==> config.mk <==
export PLATFORM = sky130hd
export DESIGN_NAME = multdiv_sequencer_flat
export DESIGN_NICKNAME = d
export VERILOG_FILES = /design/src/rtl/multdiv_sequencer_pkg.sv /design/src/rtl/multdiv_sequencer_if.sv /design/src/rtl/multdiv_sequencer_down_counter6.sv /design/src/rtl/multdiv_sequencer.sv /design/src/flat_wrapper.sv
export SDC_FILE = /design/constraint.sdc
export NUM_CORES = 1
export LEC_CHECK = 0
export BUFFER_PORTS_ARGS = -buffer_cell sky130_fd_sc_hd__buf_2
export CAP_MARGIN = 20
export CORE_AREA = 4 4 41 43
export DETAILED_ROUTE_END_ITERATION = 8
export DIE_AREA = 0 0 45 47
export PLACE_DENSITY = 0.71
export SETUP_SLACK_MARGIN = 0.1
export SYNTH_ARGS = -nofsm -noshare
export SYNTH_HDL_FRONTEND = slang
export SYNTH_SLANG_ARGS = --single-unit
==> constraint.sdc <==
create_clock -name clock -period 2.19 [get_ports clock]
set_clock_uncertainty 0.15 [all_clocks]
set_input_delay 0.438 -clock clock [delete_from_list [all_inputs] [get_ports clock]]
set_output_delay 0.438 -clock clock [all_outputs]
set_load 0.01 [all_outputs]
==> src/rtl/multdiv_sequencer_pkg.sv <==
// Shared sequencer definitions: state encodings, counter width and default step counts.
// Imported by the sequencer, its counter, the bus interface and the multdiv datapath.
package multdiv_sequencer_pkg;

   localparam int MULTDIV_CNT_W            = 6;
   localparam int MULTDIV_DEFAULT_MULT_STEPS = 32;
   localparam int MULTDIV_DEFAULT_DIV_STEPS  = 32;

   typedef enum logic [1:0] {
      SEQ_IDLE = 2'd0,
      SEQ_RUN  = 2'd1,
      SEQ_DONE = 2'd2
   } seq_state_t;

   // Counter preload for an operation of 'steps' iterations (counts STEPS-1 down to 0).
   function automatic logic [MULTDIV_CNT_W-1:0] step_load(input int steps);
      return MULTDIV_CNT_W'(steps - 1);
   endfunction

endpackage

==> src/rtl/multdiv_sequencer_if.sv <==
// Request/iteration bus between the processor multdiv request port, the sequencer and the datapath.
interface multdiv_sequencer_if;
   import multdiv_sequencer_pkg::*;

   logic                     ctrl_MULT;
   logic                     ctrl_DIV;
   logic [MULTDIV_CNT_W-1:0] count;
   logic                     busy;
   logic                     step;
   logic                     first_step;
   logic                     last_step;
   logic                     op_is_div;
   logic                     done;

   modport master (
      output ctrl_MULT, ctrl_DIV,
      input  count, busy, step, first_step, last_step, op_is_div, done
   );

   modport slave (
      input  ctrl_MULT, ctrl_DIV,
      output count, busy, step, first_step, last_step, op_is_div, done
   );

endinterface

==> src/rtl/multdiv_sequencer_down_counter6.sv <==
// Toggle cell: flips q on a rising edge when t is high.
// Latency: one cycle from t to q.
// Backpressure: none; t is honoured every cycle.
module T_flip_flop (
   input  logic clock,
   input  logic reset,
   input  logic t,
   output logic q
);
   always_ff @(posedge clock or posedge reset) begin
      if (reset) q <= 1'b0;
      else if (t) q <= ~q;
   end
endmodule

// Loadable 6-bit down-counter built from toggle cells, async clear.
// Latency: load or decrement visible one cycle after the enabling edge.
// Backpressure: none; load has priority over en.
module down_counter6
   import multdiv_sequencer_pkg::*;
(
   input  logic                     clock,
   input  logic                     reset,
   input  logic                     load,
   input  logic [MULTDIV_CNT_W-1:0] load_val,
   input  logic                     en,
   output logic [MULTDIV_CNT_W-1:0] count
);
   logic [MULTDIV_CNT_W-1:0] tog;

   for (genvar i = 0; i < MULTDIV_CNT_W; i++) begin : g_bit
      logic borrow;
      if (i == 0) begin : g_lsb
         assign borrow = en;
      end else begin : g_upper
         assign borrow = en & ~|count[i-1:0];
      end
      // Loading toggles exactly the bits that differ from the target value.
      assign tog[i] = load ? (count[i] ^ load_val[i]) : borrow;

      T_flip_flop u_tff (
         .clock (clock),
         .reset (reset),
         .t     (tog[i]),
         .q     (count[i])
      );
   end
endmodule

==> src/rtl/multdiv_sequencer.sv <==
// Multiply/divide iteration sequencer: issues STEPS step cycles per request, then a done pulse.
// Latency: request at edge k -> RUN cycles k..k+STEPS-1, done in cycle k+STEPS.
// Backpressure: none; a new request at any time restarts and discards the current operation.
module multdiv_sequencer
   import multdiv_sequencer_pkg::*;
#(
   parameter int MULT_STEPS = MULTDIV_DEFAULT_MULT_STEPS,
   parameter int DIV_STEPS  = MULTDIV_DEFAULT_DIV_STEPS
) (
   input  logic               clock,
   input  logic               reset,
   multdiv_sequencer_if.slave bus
);
   localparam logic [MULTDIV_CNT_W-1:0] MULT_LOAD = step_load(MULT_STEPS);
   localparam logic [MULTDIV_CNT_W-1:0] DIV_LOAD  = step_load(DIV_STEPS);

   seq_state_t               state, state_nxt;
   logic                     start;
   logic                     cnt_en;
   logic                     first_q;
   logic                     op_div_q;
   logic [MULTDIV_CNT_W-1:0] load_val;
   logic [MULTDIV_CNT_W-1:0] count;

   assign start    = bus.ctrl_MULT | bus.ctrl_DIV;
   assign load_val = bus.ctrl_DIV ? DIV_LOAD : MULT_LOAD;

   always_ff @(posedge clock or posedge reset) begin
      if (reset) begin
         state    <= SEQ_IDLE;
         first_q  <= 1'b0;
         op_div_q <= 1'b0;
      end else begin
         state   <= state_nxt;
         first_q <= start;
         if (start) op_div_q <= bus.ctrl_DIV;
      end
   end

   always_comb begin
      state_nxt = state;
      cnt_en    = 1'b0;
      case (state)
         SEQ_IDLE: state_nxt = SEQ_IDLE;
         SEQ_RUN: begin
            if (count != '0) cnt_en = 1'b1;
            else             state_nxt = SEQ_DONE;
         end
         SEQ_DONE: state_nxt = SEQ_IDLE;
         default:  state_nxt = SEQ_IDLE;
      endcase
      // A request overrides everything, including an operation in flight.
      if (start) begin
         state_nxt = SEQ_RUN;
         cnt_en    = 1'b0;
      end
   end

   down_counter6 u_cnt (
      .clock    (clock),
      .reset    (reset),
      .load     (start),
      .load_val (load_val),
      .en       (cnt_en),
      .count    (count)
   );

   assign bus.count      = count;
   assign bus.busy       = (state == SEQ_RUN);
   assign bus.step       = (state == SEQ_RUN);
   assign bus.first_step = first_q;
   assign bus.last_step  = (state == SEQ_RUN) && (count == '0);
   assign bus.op_is_div  = op_div_q;
   assign bus.done       = (state == SEQ_DONE);

endmodule
==> src/flat_wrapper.sv <==
// flat-port wrapper written by rule: the top's interface ports become plain ports
module multdiv_sequencer_flat import multdiv_sequencer_pkg::*;
#(
   parameter int MULT_STEPS = MULTDIV_DEFAULT_MULT_STEPS,
   parameter int DIV_STEPS  = MULTDIV_DEFAULT_DIV_STEPS
)
  (clock, reset, bus_ctrl_MULT, bus_ctrl_DIV, bus_count, bus_busy, bus_step, bus_first_step, bus_last_step, bus_op_is_div, bus_done);
  multdiv_sequencer_if bus_i ();
  input  logic clock;
  input  logic reset;
  input wire logic [$bits(bus_i.ctrl_MULT)-1:0] bus_ctrl_MULT;
  input wire logic [$bits(bus_i.ctrl_DIV)-1:0] bus_ctrl_DIV;
  output wire logic [$bits(bus_i.count)-1:0] bus_count;
  output wire logic [$bits(bus_i.busy)-1:0] bus_busy;
  output wire logic [$bits(bus_i.step)-1:0] bus_step;
  output wire logic [$bits(bus_i.first_step)-1:0] bus_first_step;
  output wire logic [$bits(bus_i.last_step)-1:0] bus_last_step;
  output wire logic [$bits(bus_i.op_is_div)-1:0] bus_op_is_div;
  output wire logic [$bits(bus_i.done)-1:0] bus_done;
  assign bus_i.ctrl_MULT = bus_ctrl_MULT;
  assign bus_i.ctrl_DIV = bus_ctrl_DIV;
  assign bus_count = bus_i.count;
  assign bus_busy = bus_i.busy;
  assign bus_step = bus_i.step;
  assign bus_first_step = bus_i.first_step;
  assign bus_last_step = bus_i.last_step;
  assign bus_op_is_div = bus_i.op_is_div;
  assign bus_done = bus_i.done;
  multdiv_sequencer #(.MULT_STEPS(MULT_STEPS), .DIV_STEPS(DIV_STEPS)) u_core (.clock(clock), .reset(reset), .bus(bus_i));
endmodule
==> run metrics <==
Yosys top cell area share 49.75%; Core Footprint around 1300 um2; post-route setup TNS -132.4 ps; Hold Path Class primary input to flop; final worst setup slack -132.4 ps; TritonCTS clock tree built; Detail Route Antenna Nets 0; pin count of the biggest net entering global routing 11; Fill cells 140; Hold Vio Cnt, Final 0; Setup crit start kind flop; fmax 0.4306 GHz; status finished with violations; WS Path Type flop to output pin; Layout area overhead 18.16%; Die H 47 um; Post-Syn Instances 48; DRC viols 0; Routed WL per cell 12.30 um; Mapped Area a little over 500 um2; CP arrival between 1500 and 2000 ps; unrepaired setup endpoints after global routing yes; initial antenna violation count 0; layout cells sized above 1 a little over two fifths; critical path fanouts, max 3; fin. max-slew vios 0; final setup fails 1; syn_nets 52; final worst-path cycle share 106.0%; relative slew slack about three quarters; vias in the first global route between 300 and 400; VDD IR max about 0.30 mV; synthesis-stage register bit count 10; crit-path max cell delay around 540 ps; Die Area 2115 um2; Remaining Overflow, GRT 0; global-route wire length before repair 1552 um; H-tree levels 1; P_leak around 0.25 nW; Area after DPL roughly 550 um2; fin area between 500 and 600 um2; standard-cell row count 13; io pins 16; Clk Latency, worst-skew pair 260 ps; total CTS buffers 3; Synth cell types 23; DR vias/cell 5.065; NumNets Final 68; Die Width 45 um; Cell Chain, Critical Path or4_4, or3_4, nor2_1, buf_2; Seq/Total Area, Yosys 49.75%; area leader, netlist dfrtp_1; post_cts resized 0; PD cells about 560 nW/um2; Period minus WS final 2322 ps; Worst Tran Pin Value just under 400 ps; Total GRT Usage 10.72%; Synth Area per Inst 10.48 um2; clock sinks 10; Synth warnings 0; internal reg-to-reg setup slack 470 ps; number of port buffers 15; MaxCap Viol Count 0; Worst path slowest cell or4_4; RD Place Congestion 0.7091; Max Root-Sink Buffers 2; Detailed Routing Iterations Pass 1 6; total number of vias 390; largest cells by area after synthesis dfrtp_1 50%, buf_4 10%, o21ai_1 3.0%, inv_1 3.0%, nor4b_2 3.0%; Pwr Total 0.0003328 W; initial core utilization about 39%; Iteration-0 DRC Markers 9; Worst-path clk slew approximately 60 ps; hpwl dp 746.6 um; Post-Route WL about 950 um; pre-CTS setup slack ~98 ps; CP endpoint kind output pin; CP required 1600 ps; Root Buffer clkbuf_4; failing checks setup timing; ANT cells 0
per-stage QoR:
step	cells	util (%)	hold WS [ps]
after floorplan	48	-	128.2
after global placement	72	42.60	277.6
after detailed placement	72	42.60	283.0
after CTS	77	45.67	222.5
after global routing	77	45.67	231.6
final	77	45.67	228.4
report_power, final:
part           switching (W)  internal, W
clock network      0.0000561    0.0000631
registers         0.00000342     0.000189
logic              0.0000129   0.00000854
synth_stat cells, drive strengths merged:
| library cell | number |
|---|---|
| dfrtp | 10 |
| buf | 8 |
| o21ai | 5 |
| inv | 4 |
| nor2 | 3 |
| a21oi | 2 |
| nand2b | 2 |
| nor3 | 2 |
| a21o | 1 |
| nand3 | 1 |
| nand3b | 1 |
| nor2b | 1 |
| nor4b | 1 |
| o311a | 1 |
| o311ai | 1 |
| o31ai | 1 |
| or2 | 1 |
| or3 | 1 |
| or4 | 1 |
| or4b | 1 |
cell families after synthesis:
| kind of cell | share of synthesized area [%] |
|---|---|
| simple gates | 22.14 |
| buf+inv | 14.43 |
| compound gates | 13.68 |
| flops | 49.75 |
worst max-delay path, delay by kind of cell (launching register included):
kind / cells / cell delay, ps
buffers and inverters: 1 / 130
flip-flops: 1 / 370
AND/OR/NAND/NOR: 3 / 970
layer usage:
layer	track usage (%)	vias up	routed length, um
li1	-	193	-
met3	2.299	2	68
met1	12.74	182	391
met5	0	-	0
met4	8.772	0	6
met2	16.67	13	481
placed cells by master (no fill, tap or decap):
cell type      netlist  layout
a21oi_1              2       2
nor4b_2              1       1
inv_1                4       4
clkbuf_4             0       3
o21ai_1              3       3
buf_4                7       3
or3_4                1       1
nor3_2               1       1
nor3_1               1       1
nor2b_1              1       1
o31ai_1              1       1
or4_4                1       1
nor2_1               3       3
dfrtp_1             10      10
dlygate4sd3_1        0       1
o311a_1              1       1
nand3b_1             1       1
o311ai_1             1       1
nand2b_1             2       2
a21o_1               1       1
o21ai_0              2       2
buf_2                1      15
or2_2                1       1
nand3_1              1       1
or4b_1               1       1
registers in the layout, indices dropped and copies added (netlist names):
signal                      cells
u_core.bus.first_step           1
u_core.bus.op_is_div            1
u_core.state                    2
u_core.u_cnt.g_bit.u_tff.q      6
final timing paths:
| kind | from | end | depth (start not counted) |
|---|---|---|---|
| min in group asynchronous | reset | u_core.u_cnt.g_bit[5].u_tff.q | 3 |
| max | u_core.u_cnt.g_bit[5].u_tff.q | bus_last_step | 4 |
| min reg2reg | u_core.bus.op_is_div | u_core.bus.op_is_div | 1 |
| max reg2reg | u_core.u_cnt.g_bit[0].u_tff.q | u_core.u_cnt.g_bit[5].u_tff.q | 2 |
| min | bus_ctrl_DIV | u_core.bus.op_is_div | 2 |
| max in group asynchronous | reset | u_core.state[1] | 3 |
timing repair:
action	in CTS	in global routing
hold buffers	1	0
pin swaps	0	0
gates cloned	0	0
endpoints found under the hold margin	10	0
endpoints found under the setup margin	1	1
buffers inserted	1	0
cell type report:
type / instances / area (um2) / share of cell area, %
inverters: 4 / 15.01 / 2.526
clock buffers: 3 / 22.52 / 3.789
flip-flops and latches: 10 / 250.2 / 42.11
well taps: 15 / 18.77 / 3.158
multi-input cells: 26 / 180.2 / 30.32
repair buffers: 19 / 107.6 / 18.11
Power figures use the tool's default switching activity.
